**config.mk**
```make
export PLATFORM = sky130hd
export DESIGN_NAME = nibble_accumulate_ctrl
export DESIGN_NICKNAME = d
export VERILOG_FILES = /design/src/rtl/nibble_accumulate_ctrl.sv
export SDC_FILE = /design/constraint.sdc
export NUM_CORES = 1
export LEC_CHECK = 0
export CAP_MARGIN = 25
export CELL_PAD_IN_SITES_DETAIL_PLACEMENT = 1
export CELL_PAD_IN_SITES_GLOBAL_PLACEMENT = 2
export CORE_MARGIN = 3
export CORE_UTILIZATION = 22
export DETAILED_ROUTE_END_ITERATION = 12
export PLACE_DENSITY_LB_ADDON = 0.1
export SKIP_LAST_GASP = 1
export SLEW_MARGIN = 20
export SYNTH_ARGS = -nofsm -noshare
export SYNTH_HDL_FRONTEND = slang
export SYNTH_SLANG_ARGS = --single-unit
```
**constraint.sdc**
```tcl
create_clock -name clk -period 0.95 [get_ports clk]
set_input_delay 0.1425 -clock clk [delete_from_list [all_inputs] [get_ports clk]]
set_output_delay 0.1425 -clock clk [all_outputs]
set_load 0.03 [all_outputs]
```
**src/rtl/nibble_accumulate_ctrl.sv**
```systemverilog
// Valid/ready control stage that feeds an external 4-bit ripple-carry adder and accumulates bursts of N_OPS operands.
// Optional subtract support is enabled with the ACC_SUB_EN macro.
module nibble_accumulate_ctrl #(
    parameter int unsigned N_OPS = 4
) (
    input  logic       clk,
    input  logic       rst,
    input  logic       in_valid,
    output logic       in_ready,
    input  logic [3:0] in_data,
`ifdef ACC_SUB_EN
    input  logic       in_sub,
`endif
    output logic [3:0] adder_a,
    output logic [3:0] adder_b,
    output logic       adder_cin,
    input  logic [3:0] adder_s,
    input  logic       adder_cout,
    output logic       out_valid,
    input  logic       out_ready,
    output logic [3:0] out_sum,
    output logic       out_ovf,
    output logic [3:0] out_count
);

    localparam int unsigned DW = 4;

    typedef enum logic [1:0] {
        ACCEPT = 2'd0,
        ADD    = 2'd1,
        RESULT = 2'd2
    } state_t;

    state_t        state, state_n;
    logic [DW-1:0] acc, acc_n;
    logic [DW-1:0] op_reg, op_n;
    logic [DW-1:0] cnt, cnt_n, cnt_inc;
    logic          sub_reg, sub_n;
    logic          ovf, ovf_n;
    logic          in_sub_s;
    logic          in_ready_n, out_valid_n, adder_cin_n;
    logic [DW-1:0] adder_b_n;

`ifdef ACC_SUB_EN
    assign in_sub_s = in_sub;
`else
    assign in_sub_s = 1'b0;
`endif

    assign cnt_inc = DW'(cnt + DW'(1));

    // State and datapath registers; handshake and adder-drive outputs are registered alongside
    always_ff @(posedge clk or posedge rst) begin
        if (rst) begin
            state     <= ACCEPT;
            acc       <= '0;
            op_reg    <= '0;
            sub_reg   <= 1'b0;
            ovf       <= 1'b0;
            cnt       <= '0;
            in_ready  <= 1'b1;
            out_valid <= 1'b0;
            adder_b   <= '0;
            adder_cin <= 1'b0;
        end else begin
            state     <= state_n;
            acc       <= acc_n;
            op_reg    <= op_n;
            sub_reg   <= sub_n;
            ovf       <= ovf_n;
            cnt       <= cnt_n;
            in_ready  <= in_ready_n;
            out_valid <= out_valid_n;
            adder_b   <= adder_b_n;
            adder_cin <= adder_cin_n;
        end
    end

    // Next-state and next-output decode
    always_comb begin
        state_n = state;
        acc_n   = acc;
        op_n    = op_reg;
        sub_n   = sub_reg;
        ovf_n   = ovf;
        cnt_n   = cnt;

        unique case (state)
            ACCEPT: begin
                if (in_valid) begin
                    op_n    = in_data;
                    sub_n   = in_sub_s;
                    state_n = ADD;
                end
            end
            ADD: begin
                acc_n   = adder_s;
                cnt_n   = cnt_inc;
                // Carry out on add, missing carry (borrow) on subtract
                ovf_n   = ovf | (sub_reg ? ~adder_cout : adder_cout);
                state_n = (cnt_inc == DW'(N_OPS)) ? RESULT : ACCEPT;
            end
            RESULT: begin
                if (out_ready) begin
                    acc_n   = '0;
                    ovf_n   = 1'b0;
                    cnt_n   = '0;
                    state_n = ACCEPT;
                end
            end
            default: state_n = ACCEPT;
        endcase

        in_ready_n  = (state_n == ACCEPT);
        out_valid_n = (state_n == RESULT);
        adder_b_n   = (state_n == ADD) ? (sub_n ? ~op_n : op_n) : '0;
        adder_cin_n = (state_n == ADD) & sub_n;
    end

    assign adder_a   = acc;
    assign out_sum   = acc;
    assign out_ovf   = ovf;
    assign out_count = cnt;

endmodule

```
==> summary.txt, run 1 <==
CTS
  • CTS tree: done
  • Clk Latency, worst-skew pair: 0.26 ns
  • Hold_buf cts: 0
  • Root buf cell: clkbuf_8
  • Clock slew at reported path FFs: 0.07 ns
  • # H-tree levels: 1
  • Sink Count: 19
  • Clock buffers created by TritonCTS: 3
  • Clock Tree Buf Depth: 2

Timing
  • Min cycle time layout: 1.11 ns
  • Final setup vio count: 29
  • RSZ-0062 raised after global routing: yes
  • Max-slew violation count: 0
  • Fmax: 0.899 GHz
  • Final setup margin: -0.162 ns
  • Final Hold Fails: 0
  • Period utilization: 117%
  • Clock Skew: 0.00216 ns

Global routing
  • Global Route Usage Sum: 10.7%
  • Vias in the first global route: 788
  • Global route overflow: 0
  • Largest net degree at the start of global routing: 12
  • First-pass GRT wire length: 3590 µm
  • Initial antenna violation count: 0

Power and ir drop
  • P per Cell Area: 2990 nW/µm²
  • Switching Fraction: 39.9%
  • Peak supply drop: 0.894 mV
  • Pint: 2770 µW
  • Reg power frac: 28.4%
  • Sw Pwr: 1840 µW
  • Clock network fraction of total power: 12.3%
  • Gate power share: 59.3%
  • Static Leak: 0.000696 µW

Setup path
  • Worst setup SP type: flip-flop
  • Worst Path Arrival: 1.31 ns
  • CP peak stage delay: 0.41 ns
  • Critical Path Sink Type: flip-flop
  • Register-to-Register Path Depth: 4
  • CP required: 1.15 ns
  • Critical-path maximum fanout: 4
  • Crit-path cells: buf_6 -> ha_4 -> a32o_2 -> nor2_2
  • Slowest cell on the critical path: dfrtp_2
  • Critical path type: reg -> reg

Logic synthesis
  • Synthesis Warnings: 0
  • Syn nets: 86
  • Cell Area, Synth: 828 µm²
  • Gate count after technology mapping: 72
  • Register bit total from synthesis: 19
  • Synth Area per Inst: 11.5 µm²
  • Post-synthesis sequential area ratio: 57.6%
  • Count of cell types in the netlist: 26

Die
  • Core area: 3470 µm²
  • Top Ports: 33
  • Die height: 67.4 µm
  • Die W: 67.4 µm
  • DIE AREA: 4540 µm²
  • Floorplan row count: 21
  • Initial Utilization: 23.9%

Job
  • Max Cap Viol: 0

Status
  • Outcome: finished, violations left
  • Failing checks: negative setup slack

Drt
  • Initial DRC count: 14
  • WL final: 2070 µm
  • DRC Markers: 0
  • Final ANT Viol Nets: 0
  • Wire per inst: 12.2 µm
  • First-pass DRT Iterations: 2
  • Vias: 719
  • Vias/cell: 4.25

Place
  • # port buffers: 32
  • Gpl congestion: 0.619
  • Hpwl dp: 1570 µm
  • DP Area: 1250 µm²
  • Pre-CTS setup slack: -0.203 ns

Layout
  • Layout cells sized above 1: 63.4%
  • Area Overhead vs Synth: 86.0%
  • Nets: 138
  • N_diodes: 0
  • Final Cell Area: 1540 µm²
  • Commonest cells after routing, fill and taps aside: buf_6 (27), buf_4 (15), dfrtp_1 (13), clkdlybuf4s50_1 (12)
  • Fill count: 385
  • Most common cell after layout, fill and taps aside: buf_6

Min path
  • Worst hold path type: in -> async
==> cell usage after synthesis <==
master | n | area share, %
conb_1 | 1 | 0.45
buf_6 | 2 | 2.7
a32o_2 | 1 | 1.4
buf_4 | 4 | 3.6
nor2b_1 | 3 | 2.3
a32o_1 | 1 | 1.2
nand2b_2 | 1 | 1.1
mux2i_1 | 2 | 2.4
nor3b_2 | 1 | 1.5
a21boi_1 | 2 | 1.8
nor2_1 | 3 | 1.4
xor2_1 | 1 | 1.1
inv_1 | 1 | 0.45
nand2b_1 | 1 | 0.76
a221oi_1 | 1 | 1.1
dfrtp_1 | 18 | 54
ha_1 | 1 | 1.5
nor2_2 | 1 | 0.76
dfstp_2 | 1 | 3.2
and2_1 | 4 | 3.0
a21oi_1 | 9 | 5.4
nand2_1 | 5 | 2.3
o22ai_1 | 3 | 2.3
a311oi_1 | 2 | 2.1
and3_1 | 1 | 0.76
buf_2 | 2 | 1.2
==> layer usage <==
layer,up-vias,GRT usage [%],wire length (µm)
li1,347,-,-
met1,348,12.5,876
met2,19,17.8,997
met3,5,2.66,146
met4,0,6.08,47
met5,-,0,0
==> cell type report <==
class                           count  area (µm²)  area share (%)
Clock buffer                        3        41.3            2.68
Sequential cell                    19         483            31.4
Multi-Input combinational cell     44         393            25.5
Inverter                            1        3.75           0.244
Clock inverter                      1        5.00           0.325
Tap cell                           46        57.6            3.74
Timing Repair Buffer               55         557            36.1
==> kinds of logic (layout without fill, tap and decap cells) <==
group | after synthesis | in the layout | share of synthesized area [%]
flops | 19 | 19 | 57.6
simple gates | 20 | 20 | 13.7
mux | 2 | 2 | 2.42
compound gates | 19 | 19 | 15.3
fa+ha+maj | 1 | 1 | 1.51
xor+xnor | 1 | 1 | 1.06
other cells | 1 | 1 | 0.453
buf+inv | 9 | 60 | 8.01
==> through the flow <==
step | cells | total power (µW) | util, % | hold slack [ns] | TNS [ns]
2_1_floorplan | 72 | 2540 | - | 0.0927 | -0.615
3_3_place_gp | 159 | 3320 | 36.0 | 0.479 | -2.77
3_5_place_dp | 159 | 3340 | 36.0 | 0.484 | -2.70
4_1_cts | 168 | 4430 | 42.0 | 0.194 | -2.80
5_1_grt | 169 | 4910 | 44.4 | 0.219 | -4.09
6_report | 169 | 4600 | 44.4 | 0.194 | -2.32
==> power by group through the flow <==
stage | logic, µW | clock network [µW] | registers, µW
after global routing | 2910 | 646 | 1350
after floorplan | 799 | 0 | 1740
final | 2730 | 564 | 1310
after global placement | 2040 | 0 | 1280
after detailed placement | 2030 | 0 | 1300
after CTS | 2530 | 602 | 1300
==> path summary, 6_finish.rpt <==
path                                           from                  endpoint  slack (ns)
hold reg to reg                   sub_reg$_DFF_PP0_         sub_reg$_DFF_PP0_        0.53
max in group asynchronous                       rst  out_count[2]$_DFFE_PP0P_        0.56
setup reg to reg           out_count[1]$_DFFE_PP0P_        in_ready$_DFF_PP1_       -0.16
hold / removal                                  rst      adder_b[2]$_DFF_PP0_        0.19
setup / recovery           out_count[1]$_DFFE_PP0P_        in_ready$_DFF_PP1_       -0.16
min in group clk                         in_data[0]      adder_b[0]$_DFF_PP0_        0.46
==> critical path, delay by kind of cell (launching register included) <==
kind	cells	cell delay, ns
AO/OA/AOI/OAI	1	0.28
buffers and inverters	1	0.12
flip-flops	1	0.41
adder cells (fa/ha/maj)	1	0.16
AND/OR/NAND/NOR	1	0.08
==> repair_timing <==
| item | 4_1_cts | 5_1_grt |
|---|---|---|
| pin swaps | 6 | 3 |
| setup buffers | 5 | 1 |
| resized for setup | 31 | 21 |
| endpoints found under the setup margin | 31 | 38 |
| endpoints found under the hold margin | 0 | 0 |
Power figures use the tool's default switching activity.
==> inputs of run 2 (changes only) <==
--- a/config.mk
+++ b/config.mk
@@ -9,7 +9,7 @@
 export CELL_PAD_IN_SITES_DETAIL_PLACEMENT = 1
 export CELL_PAD_IN_SITES_GLOBAL_PLACEMENT = 2
 export CORE_MARGIN = 3
-export CORE_UTILIZATION = 22
+export CORE_UTILIZATION = 25
 export DETAILED_ROUTE_END_ITERATION = 12
 export PLACE_DENSITY_LB_ADDON = 0.1
 export SKIP_LAST_GASP = 1
==> constraint.sdc (replaced) <==
create_clock -name clk -period 1.1 [get_ports clk]
set_input_delay 0.165 -clock clk [delete_from_list [all_inputs] [get_ports clk]]
set_output_delay 0.165 -clock clk [all_outputs]
set_load 0.03 [all_outputs]
==> run 2 against run 1 <==
  * The flow still finishes with violations (negative setup slack)
  * Count of clock-buffer cells in the layout unchanged
  * Routed wire length up 8.2%
  * Die area down 11%
  * Flip-flop and latch count unchanged
  * Clock power down 36%
  * Hold slack worse by 0.020 ns
==> summary.txt, run 2 (same netlist as run 1, synthesis figures left out) <==
Status
  • Outcome: finished, violations left
  • Failing checks: negative setup slack

CTS
  • Root buf cell: clkbuf_4
  • CTS tree: done
  • Hold_buf cts: 0
  • Clock buffers created by TritonCTS: 3
  • # H-tree levels: 1
  • Clock Tree Buf Depth: 2
  • Sink Count: 19
  • Clk Latency, worst-skew pair: 0.30 ns
  • Clock slew at reported path FFs: 0.11 ns

Power and ir drop
  • Peak supply drop: 0.900 mV
  • Reg power frac: 31.9%
  • Gate power share: 57.8%
  • Clock network fraction of total power: 10.3%
  • Sw Pwr: 1490 µW
  • Pint: 2020 µW
  • Switching Fraction: 42.4%
  • P per Cell Area: 2550 nW/µm²
  • Static Leak: 0.000647 µW

Layout
  • Area Overhead vs Synth: 66.3%
  • Commonest cells after routing, fill and taps aside: buf_4 (34), dfrtp_1 (13), clkdlybuf4s50_1 (12), buf_6 (7), a21oi_1 (6)
  • N_diodes: 0
  • Fill count: 368
  • Core Util, Final: 44.4%
  • Layout cells sized above 1: 56.2%
  • Most common cell after layout, fill and taps aside: buf_4
  • Nets: 136

Timing
  • Hold_ws: 0.174 ns
  • Min cycle time layout: 1.13 ns
  • RSZ-0062 raised after global routing: yes
  • Final setup margin: -0.0317 ns
  • Max-slew violation count: 0
  • Final Hold Fails: 0
  • Fmax: 0.884 GHz
  • Setup TNS: -0.0657 ns
  • Clock Skew: 0.000858 ns
  • Final setup vio count: 4
  • Period utilization: 103%

Global routing
  • Global route overflow: 0
  • Vias in the first global route: 767
  • Initial antenna violation count: 0
  • Global Route Usage Sum: 11.2%
  • Largest net degree at the start of global routing: 14
  • First-pass GRT wire length: 3550 µm

Setup path
  • Worst Path Arrival: 0.97 ns
  • Slowest cell on the critical path: dfstp_2
  • Worst setup SP type: flip-flop
  • Critical-path maximum fanout: 1
  • Top delay family on crit path: flip-flops
  • CP peak stage delay: 0.55 ns
  • Bufs and invs on worst path: 1
  • CP required: 0.94 ns
  • Critical path type: reg -> out
  • Crit-path cells: buf_6
  • Critical Path Sink Type: primary output

Die
  • Die height: 63.6 µm
  • Die W: 63.6 µm
  • Initial Utilization: 26.7%
  • DIE AREA: 4040 µm²
  • Core area: 3100 µm²
  • Floorplan row count: 20
  • Top Ports: 33

Drt
  • Final ANT Viol Nets: 0
  • WL final: 2240 µm
  • Wire per inst: 13.6 µm
  • Vias/cell: 4.44
  • Initial DRC count: 18
  • First-pass DRT Iterations: 2
  • DRC Markers: 0
  • Vias: 732

Min path
  • Worst hold path type: in -> async

Place
  • Hpwl dp: 1490 µm
  • Pre-CTS setup slack: -0.119 ns
  • Gpl congestion: 0.646
  • # port buffers: 32

Job
  • Max Cap Viol: 0
run 2: repair_timing:
action	CTS	global route
pin swaps	1	4
setup buffers	4	9
hold endpoints to repair	0	0
endpoints found under the setup margin	20	26
resized for setup	8	15
run 2: worst paths after layout:
check / from / end / slack [ns] / cells past startpoint
max in group asynchronous: rst / out_count[0]$_DFFE_PP0P_ / 0.69 / 3
min in group clk: in_data[1] / adder_b[1]$_DFF_PP0_ / 0.41 / 2
hold / removal: rst / adder_b[3]$_DFF_PP0_ / 0.17 / 3
hold reg to reg: sub_reg$_DFF_PP0_ / sub_reg$_DFF_PP0_ / 0.53 / 1
setup reg to reg: state[0]$_DFF_PP0_ / in_ready$_DFF_PP1_ / -0.02 / 4
setup / recovery: in_ready$_DFF_PP1_ / in_ready / -0.03 / 1
run 2: power groups by stage:
| stage | sequential [µW] | combinational, µW | clock (µW) |
|---|---|---|---|
| after floorplan | 1490 | 674 | 0 |
| after global placement | 1130 | 1540 | 0 |
| after detailed placement | 1140 | 1560 | 0 |
| after CTS | 1110 | 1720 | 390 |
| after global routing | 1160 | 2180 | 418 |
| final | 1120 | 2030 | 362 |
run 2: layout make-up:
type,instances,area (µm²),share of cell area (%)
multi-input cells,44,354,25.7
inverters,1,3.75,0.272
clock buffers,3,22.5,1.63
well taps,44,55.1,4.00
clock inverters,1,5.00,0.363
flip-flops and latches,19,483,35.1
repair buffers,53,454,33.0
run 2: per-layer routing:
layer	track usage (%)	up-vias	wire [µm]
li1	-	345	-
met1	12.6	362	868
met2	19.8	23	1210
met3	4.28	2	143
met4	2.43	0	18
met5	0	-	0
run 2: per-stage QoR:
| step | area [µm²] | total power (µW) | std cells |
|---|---|---|---|
| after floorplan | 835 | 2160 | 72 |
| after global placement | 1160 | 2670 | 149 |
| after detailed placement | 1160 | 2700 | 149 |
| after CTS | 1250 | 3220 | 156 |
| after global routing | 1380 | 3760 | 165 |
| final | 1380 | 3520 | 165 |
